--- src/rtl/panel_scanner.sv ---
// Front-panel matrix scanner: multiplexes an LED image over LED rows, scans and debounces a switch matrix.
// Optional PANEL_DIM_EN adds a 4-bit brightness input that shortens the lit part of each LED dwell.
module panel_scanner #(
    parameter int COLS     = 12,
    parameter int LED_ROWS = 8,
    parameter int SW_ROWS  = 3,
    parameter int DWELL    = 1000,
    parameter int BLANK    = 8,
    parameter int SETTLE   = 16,
    parameter int DEBOUNCE = 4
) (
    input  logic                      clk,
    input  logic                      rst,
`ifdef PANEL_DIM_EN
    input  logic [3:0]                brightness,
`endif
    input  logic [LED_ROWS*COLS-1:0]  led_data,
    output logic [LED_ROWS-1:0]       led_row,
    output logic [SW_ROWS-1:0]        sw_row,
    output logic [COLS-1:0]           col_out,
    output logic                      col_oe,
    input  logic [COLS-1:0]           col_in,
    output logic [SW_ROWS*COLS-1:0]   sw_state,
    output logic                      sw_valid,
    output logic                      frame_done
);

    localparam int TMAX = (DWELL > BLANK) ? ((DWELL > SETTLE) ? DWELL : SETTLE)
                                          : ((BLANK > SETTLE) ? BLANK : SETTLE);
    localparam int TW   = (TMAX > 1) ? $clog2(TMAX) : 1;
    localparam int RMAX = (LED_ROWS > SW_ROWS) ? LED_ROWS : SW_ROWS;
    localparam int RW   = (RMAX > 1) ? $clog2(RMAX) : 1;
    localparam int CW   = $clog2(DEBOUNCE + 1);
    localparam int IMG  = SW_ROWS * COLS;

    typedef enum logic [1:0] {
        ST_BLANK,
        ST_LED,
        ST_SW_SETTLE,
        ST_SW_SAMPLE
    } state_t;

    state_t          state, state_n;
    logic [TW-1:0]   timer, timer_n;
    logic [RW-1:0]   row, row_n;
    logic [COLS-1:0] col_latch;
    logic [COLS-1:0] sync1, sync2;
    logic [IMG-1:0]  raw, raw_n, prev_raw;
    logic [CW-1:0]   stable_cnt, cnt_n;
    logic            latch_en, sample_en, frame_end;
    logic            lit;

`ifdef PANEL_DIM_EN
    logic [31:0] dim_limit;
    assign dim_limit = (32'(brightness) * 32'(DWELL)) / 32'd16;
    assign lit       = 32'(timer) < dim_limit;
`else
    assign lit = 1'b1;
`endif

    always_comb begin
        state_n   = state;
        timer_n   = timer + TW'(1);
        row_n     = row;
        latch_en  = 1'b0;
        sample_en = 1'b0;
        frame_end = 1'b0;
        unique case (state)
            ST_BLANK: begin
                if (timer == TW'(BLANK - 1)) begin
                    state_n  = ST_LED;
                    timer_n  = '0;
                    latch_en = 1'b1;
                end
            end
            ST_LED: begin
                if (timer == TW'(DWELL - 1)) begin
                    timer_n = '0;
                    if (row == RW'(LED_ROWS - 1)) begin
                        state_n = ST_SW_SETTLE;
                        row_n   = '0;
                    end else begin
                        state_n = ST_BLANK;
                        row_n   = row + RW'(1);
                    end
                end
            end
            ST_SW_SETTLE: begin
                if (timer == TW'(SETTLE - 1)) begin
                    state_n = ST_SW_SAMPLE;
                    timer_n = '0;
                end
            end
            ST_SW_SAMPLE: begin
                sample_en = 1'b1;
                timer_n   = '0;
                if (row == RW'(SW_ROWS - 1)) begin
                    frame_end = 1'b1;
                    state_n   = ST_BLANK;
                    row_n     = '0;
                end else begin
                    state_n = ST_SW_SETTLE;
                    row_n   = row + RW'(1);
                end
            end
            default: state_n = ST_BLANK;
        endcase
    end

    // Row drive is decoded straight from the state so reset forces every line idle at once
    always_comb begin
        led_row = '0;
        sw_row  = '1;
        col_out = '1;
        col_oe  = 1'b0;
        if (state == ST_LED && lit) begin
            led_row = LED_ROWS'(1) << row;
            col_oe  = 1'b1;
            col_out = ~col_latch;
        end else if (state == ST_SW_SETTLE || state == ST_SW_SAMPLE) begin
            sw_row = ~(SW_ROWS'(1) << row);
        end
    end

    // The frame image includes the sample being taken this cycle, so debounce sees the whole frame
    always_comb begin
        raw_n = raw;
        raw_n[int'(row)*COLS +: COLS] = ~sync2;
        if (raw_n == prev_raw)
            cnt_n = (stable_cnt == CW'(DEBOUNCE)) ? stable_cnt : stable_cnt + CW'(1);
        else
            cnt_n = CW'(1);
    end

    always_ff @(posedge clk or negedge rst) begin
        if (!rst) begin
            state      <= ST_BLANK;
            timer      <= '0;
            row        <= '0;
            col_latch  <= '0;
            sync1      <= '1;
            sync2      <= '1;
            raw        <= '0;
            prev_raw   <= '0;
            stable_cnt <= '0;
            sw_state   <= '0;
            sw_valid   <= 1'b0;
            frame_done <= 1'b0;
        end else begin
            state      <= state_n;
            timer      <= timer_n;
            row        <= row_n;
            sync1      <= col_in;
            sync2      <= sync1;
            sw_valid   <= 1'b0;
            frame_done <= frame_end;
            if (latch_en)
                col_latch <= led_data[int'(row)*COLS +: COLS];
            if (sample_en)
                raw <= raw_n;
            if (frame_end) begin
                prev_raw   <= raw_n;
                stable_cnt <= cnt_n;
                if (cnt_n == CW'(DEBOUNCE) && raw_n != sw_state) begin
                    sw_state <= raw_n;
                    sw_valid <= 1'b1;
                end
            end
        end
    end

endmodule

--- config.mk ---
export PLATFORM = sky130hd
export DESIGN_NAME = panel_scanner
export DESIGN_NICKNAME = d
export VERILOG_FILES = /design/src/rtl/panel_scanner.sv
export SDC_FILE = /design/constraint.sdc
export NUM_CORES = 1
export LEC_CHECK = 0
export BUFFER_PORTS_ARGS = -buffer_cell sky130_fd_sc_hd__buf_2
export CAP_MARGIN = 10
export CORE_UTILIZATION = 55
export CTS_CLUSTER_SIZE = 10
export DETAILED_ROUTE_END_ITERATION = 10
export PLACE_DENSITY = 0.79
export SYNTH_ARGS = -nofsm -noshare
export SYNTH_HDL_FRONTEND = slang
export SYNTH_SLANG_ARGS = --single-unit
--- constraint.sdc ---
create_clock -name clk -period 7.5 [get_ports clk]
set_clock_uncertainty 0.15 [all_clocks]
set_input_delay 1.5 -clock clk [delete_from_list [all_inputs] [get_ports clk]]
set_output_delay 1.5 -clock clk [all_outputs]
set_load 0.01 [all_outputs]
# Yosys cells after proc, flatten, opt, wreduce, memory -nomap -nowiden

Index checks and enable logic that the tools add are counted.
Widths: inputs -> output; s select.

Output and inout port bits: 62
Word-level logic and storage cells: 76
Input port bits: 110
Register bits: 164

$mul: 1
Equality and inequality tests: 15
Reductions and logical operators: 7
Multiplexer cells: 29
Bitwise logic cells: 3
$add $sub $neg: 4
Shift-type cells: 5

Operators by type and width:

| kind                     | number |
|---|---|
| $shiftx 96x8->12         | 1 |
| $pmux 10 s4              | 1 |
| $bwmux 36                | 1 |
| $eq 36x36->1             | 1 |
| $ne 36x36->1             | 1 |
| $shift 12x33->36 const A | 1 |
| $shiftx 12x33->36        | 1 |
| $neg 32->33              | 1 |
| $mux 10                  | 3 |
| $not 12->12              | 2 |
| $mux 3                   | 7 |
| $mux 12                  | 1 |
| $add 10x1->10 const B    | 1 |
| $eq 10x10->1 const B     | 1 |
| $eq 10x3->1 const B      | 1 |
| $eq 10x4->1 const B      | 1 |
| $mux 2                   | 5 |
| $eq 3x3->1 const B       | 3 |
| $mux 1                   | 8 |
| $mux 8                   | 1 |
| $pmux 2 s4               | 1 |
| $shl 1x3->8 const A      | 1 |
| $add 3x1->3 const B      | 2 |
| $ne 2x2->1 const B       | 3 |
| other kinds (13)         | 15 |

# Depth between registers and ports, before layout

Depth after elaboration: 10
Gate-level depth with buffers: 21
Depth with buffers taken out: 15

# Least setup slack after synthesis

No wires, ideal clock.

Kind: register -> register
From: register row[1]
To: register sw_state[13]
Path buffers: 2
Required time: 7.222 ns
Setup slack: 2.130 ns
Period minus slack after synthesis: 5.370 ns
Cell stages (with the launch flop): 18
Data arrival time: 5.093 ns
Setup time: 0.128 ns
Path through: dfrtp_1 ha_1 fa_1 xor2_2 nor3_1 ha_1 clkbuf_1 nor2b_1 o21ai_0 nor4_4 mux2i_1 a221o_1 or4_4 nor4_4 nand4_2 nor4b_2 buf_4 mux2_1

Word-level cells in the longest chain between the ends: 9

RTL lines:

| item                                                  | RTL line | source |
|---|---|---|
| start, declared                                       | 45       | `logic [RW-1:0] row, row_n;` |
| start signal, assigned                                | 152      | `row <= row_n;` |
| $mul 3x2->5                                           | 128      | `raw_n[int'(row)*COLS +: COLS] = ~sync2;` |
| $neg 32->33                                           | 128      |  |
| $shiftx 12x33->36 or $shift 12x33->36 (tied branches) | 128      |  |
| $bwmux 36                                             | 128      |  |
| $eq 36x36->1                                          | 129      | `if (raw_n == prev_raw)` |
| $mux 3                                                | 129      |  |
| $eq 3x3->1                                            | 164      | `if (cnt_n == CW'(DEBOUNCE) && raw_n != sw_state) begin` |
| $logic_and 1x1->1                                     | 164      |  |
| $reduce_and 2->1 (no line)                            | --       |  |
| end signal, assigned                                  | 165      | `sw_state <= raw_n;` |
| end, declared                                         | 23       | `output logic [SW_ROWS*COLS-1:0] sw_state,` |

Several ways; a longest one is shown, not always the timed one.
A chain may end at the register's enable or synchronous reset.

# Worst setup path after layout

From: register row[0]
To: register sw_state[13]

The elaborated chain is that of the path after synthesis.

==> results_dict.tcl <==
set metrics [dict create \
    syn2layout_area_growth_pct 16.68 \
    synth_area_leader_cell "dfrtp_1" \
    routabilityCongestion 0.9242 \
    grt_max_degree 111 \
    tightest_slew_ns 1.175 \
    synth-edff-count 0 \
    critical_path_class "reg2reg" \
    std_cell_rows 48 \
    place_hpwl_um 19440 \
    rrSetupSlack_ns 0.82 \
    syn_avg_cell_area_um2 9.944 \
    yosysMostFrequentCell "dfrtp_1" \
    hold_end "sync2[11]$_DFF_PN1_" \
    setup_viol 0 \
    cpPeakStageDelay_ns 0.65 \
    syn_area_um2 9646 \
    nets 1244 \
    ctsHoldBuffers 0 \
    post_dp_cell_area_um2 10650 \
    holdCritStartpoint "sync1[11]$_DFF_PN1_" \
    hold_viol 0 \
    n_antenna_cell 0 \
    reg2reg_to "sw_state[13]$_DFFE_PN0P_" \
    synth_cell_types 76 \
    coreArea_um2 17240 \
    dr.pass1.iters 7 \
    path_max_fanout 63 \
    cts_tree "done" \
    switching_share_pct 25.95 \
    synth_top_cells_by_area "dfrtp_1, mux2i_1, dfstp_2, o21ai_0, mux4_2" \
    synth-seq-area-share_pct 42.86 \
    ctsLongestPathBuffers 2 \
    internal_power_mw 1.395 \
    ys_warn_count 0 \
    grt_use_total_pct 30.95 \
    initial_core_util_pct 55.96 \
    clock_latency_ns 0.44 \
    drt_iter0_markers 854 \
    hold_path.class "reg2reg" \
    numPortBuffers 171 \
    drive_gt1_share_pct 25.49 \
    worstSetupEndpointType "flop" \
    outcome "finished clean" \
    max-cap-violations 0 \
    r2r_cells 17 \
    via_per_inst 6.026 \
    cts_root_buffer "clkbuf_16" \
    slew_viol_final 0 \
    wl_um 26690 \
    ir_drop_mv 0.1528 \
    critical_path.cell_chain "buf_4 -> inv_1 -> ha_1 -> inv_2 -> ha_1 -> buf_4 -> nand2_1 -> or4_1 -> o22ai_1 -> mux2i_1 -> xnor2_1 -> nor4_1 -> nand4_1 -> nor4_1 -> nor4b_4 -> buf_4 -> mux2_1" \
    async_reset_ff_share_pct 100.0 \
    ant_nets 0 \
    grt_pass1_vias 7783 \
    pin_count 172 \
    p_sw_mw 0.4889 \
    powerDensity_nw_per_um2 167.4 \
    grt_pass1_wl_um 42910 \
    die_h_um 134.4 \
    synth.top_cells.by_count "dfrtp_1, nand2_1, o21ai_0" \
    fin_crit_ns 6.676 \
    worst_setup_path_start_kind "flop" \
    cts_buffers 17 \
    path_common_cell "buf_4" \
    num_vias 8165 \
    holdPathStages 0 \
    wl_per_cell_um 19.70 \
    synth_nets 1097 \
    fin_util_pct 65.29 \
    final_area_um2 11250 \
    antenna_found_initial 0 \
    clockPowerShare_pct 46.7 \
    required_ns 7.67 \
    slew_headroom_pct 21.47 \
    ys_ff_latch 164 \
    cp_top_family "simple AND/OR/NAND/NOR gates" \
    drc 0 \
    cp.arrival_ns 6.84 \
    cts.clk_slew.worst_paths_ns 0.07 \
    crit_slowest_cell "nor4_1" \
    synthCells 970 \
    dieWidth_um 134.4 \
    htree_levels 4 \
    post-route-period-util_pct 89.01 \
    grt_setup_unrepaired "false" \
    ys.flop_type "dfrtp_1" \
    clock_sinks 164 \
    path_buf_inv 5 \
    combPwrFrac_pct 5.0 \
    finalSetupTns_ns 0 \
    cts_resized 0 \
    netlist.area_leader.share_pct 36.32 \
    pwr-share-seq_pct 48.3 \
    cts_setup_buffers 0 \
    fmax_mhz 149.8 \
    reg2reg_from "row[0]$_DFFE_PN0P_" \
    p_leak_nw 4.984 \
    grt_overflow 0 \
    design.die.area_um2 18070 \
]
## state kept, by name, indices dropped and copies added (netlist names)
register    cells
sync1          12
state           2
timer          10
prev_raw       36
sw_state       36
sync2          12
col_latch      12
stable_cnt      3
frame_done      1
row             3
raw            36
sw_valid        1
## per-stage QoR
step,total power [mW],hold slack (ns),worst slack (ns),cells
5_1_grt,1.942,0.2100,0.4462,1355
6_report,1.884,0.2060,0.8239,1355
3_5_place_dp,1.020,0.1968,0.9987,1323
3_3_place_gp,1.018,0.1964,1.230,1323
2_1_floorplan,0.9565,0.1952,2.130,970
4_1_cts,1.893,0.2070,0.9274,1355
## power groups by stage
stage	Sequential, mW	Clock (mW)	Combinational (mW)
6_report	0.910	0.880	0.0939
5_1_grt	0.911	0.927	0.104
4_1_cts	0.910	0.889	0.0945
3_5_place_dp	0.926	0	0.0940
3_3_place_gp	0.926	0	0.0923
2_1_floorplan	0.921	0	0.0354
## logic make-up after synthesis
logic type | after synthesis | synth area share [%]
AOI/OAI and AO/OA | 218 | 14.06
DFF | 164 | 42.86
adders and majority gates | 17 | 2.283
muxes | 114 | 15.03
xor gates and xnor gates | 68 | 6.330
and+or+nand+nor | 272 | 14.41
buffers and inverters | 117 | 5.020
## layout by cell type (no fill, tap or decap), types with 5 or more instances in the layout
cell type	count
nand4_1	9
nand3_1	12
inv_1	59
buf_2	170
nor2_1	36
a21oi_1	22
xor2_1	18
o22ai_1	16
clkbuf_16	17
nor2b_1	7
and3_1	13
a2111oi_0	5
ha_1	16
nor4_1	10
clkinv_8	5
mux4_2	24
a2bb2oi_1	5
dfstp_2	24
xnor2_1	48
inv_8	5
o21ai_0	108
buf_4	12
or3_1	8
mux2_2	6
mux2i_1	83
o2111ai_1	6
dfrtp_1	139
nand2b_1	8
nor3b_1	5
nor3_1	11
nand2_1	120
a31oi_1	10
## layout make-up
cell class	instances	area [µm²]
inverter	62	232.7
tap	225	281.5
multi-input combinational	689	5050
timing repair buffer	183	952.2
clock inverter	15	177.7
fill	1378	5982
sequential	164	4135
clock buffer	17	425.4
## how the worst max path moves through the flow
stage                        from                       end  slack [ns]  cells past startpoint
2_1_floorplan  row[1]$_DFFE_PN0P_  sw_state[13]$_DFFE_PN0P_        2.13                     17
3_3_place_gp   row[0]$_DFFE_PN0P_  sw_state[13]$_DFFE_PN0P_        1.23                     17
3_5_place_dp   row[0]$_DFFE_PN0P_  sw_state[13]$_DFFE_PN0P_         1.0                     18
4_1_cts        row[0]$_DFFE_PN0P_  sw_state[13]$_DFFE_PN0P_        0.93                     18
5_1_grt        row[0]$_DFFE_PN0P_  sw_state[13]$_DFFE_PN0P_        0.45                     18
6_report       row[0]$_DFFE_PN0P_  sw_state[13]$_DFFE_PN0P_        0.82                     17
## per-layer routing
| layer | up-vias | global-route usage, % | part of all wire [%] |
|---|---|---|---|
| li1 | 3760 | - | - |
| met1 | 3997 | 43.11 | 44 |
| met2 | 341 | 47.99 | 47 |
| met3 | 67 | 5.593 | 6.6 |
| met4 | 0 | 12.48 | 3.2 |
| met5 | - | 0 | 0 |
## worst register-to-register path, stage by stage (launching register included)
cell	delay, ns
dfrtp_2	0.36
buf_4	0.63
inv_1	0.42
ha_1	0.34
inv_2	0.11
ha_1	0.16
buf_4	0.35
nand2_1	0.13
or4_1	0.48
o22ai_1	0.54
mux2i_1	0.53
xnor2_1	0.12
nor4_1	0.65
nand4_1	0.21
nor4_1	0.63
nor4b_4	0.10
buf_4	0.29
mux2_1	0.37
(Power assumes the default switching activity.)
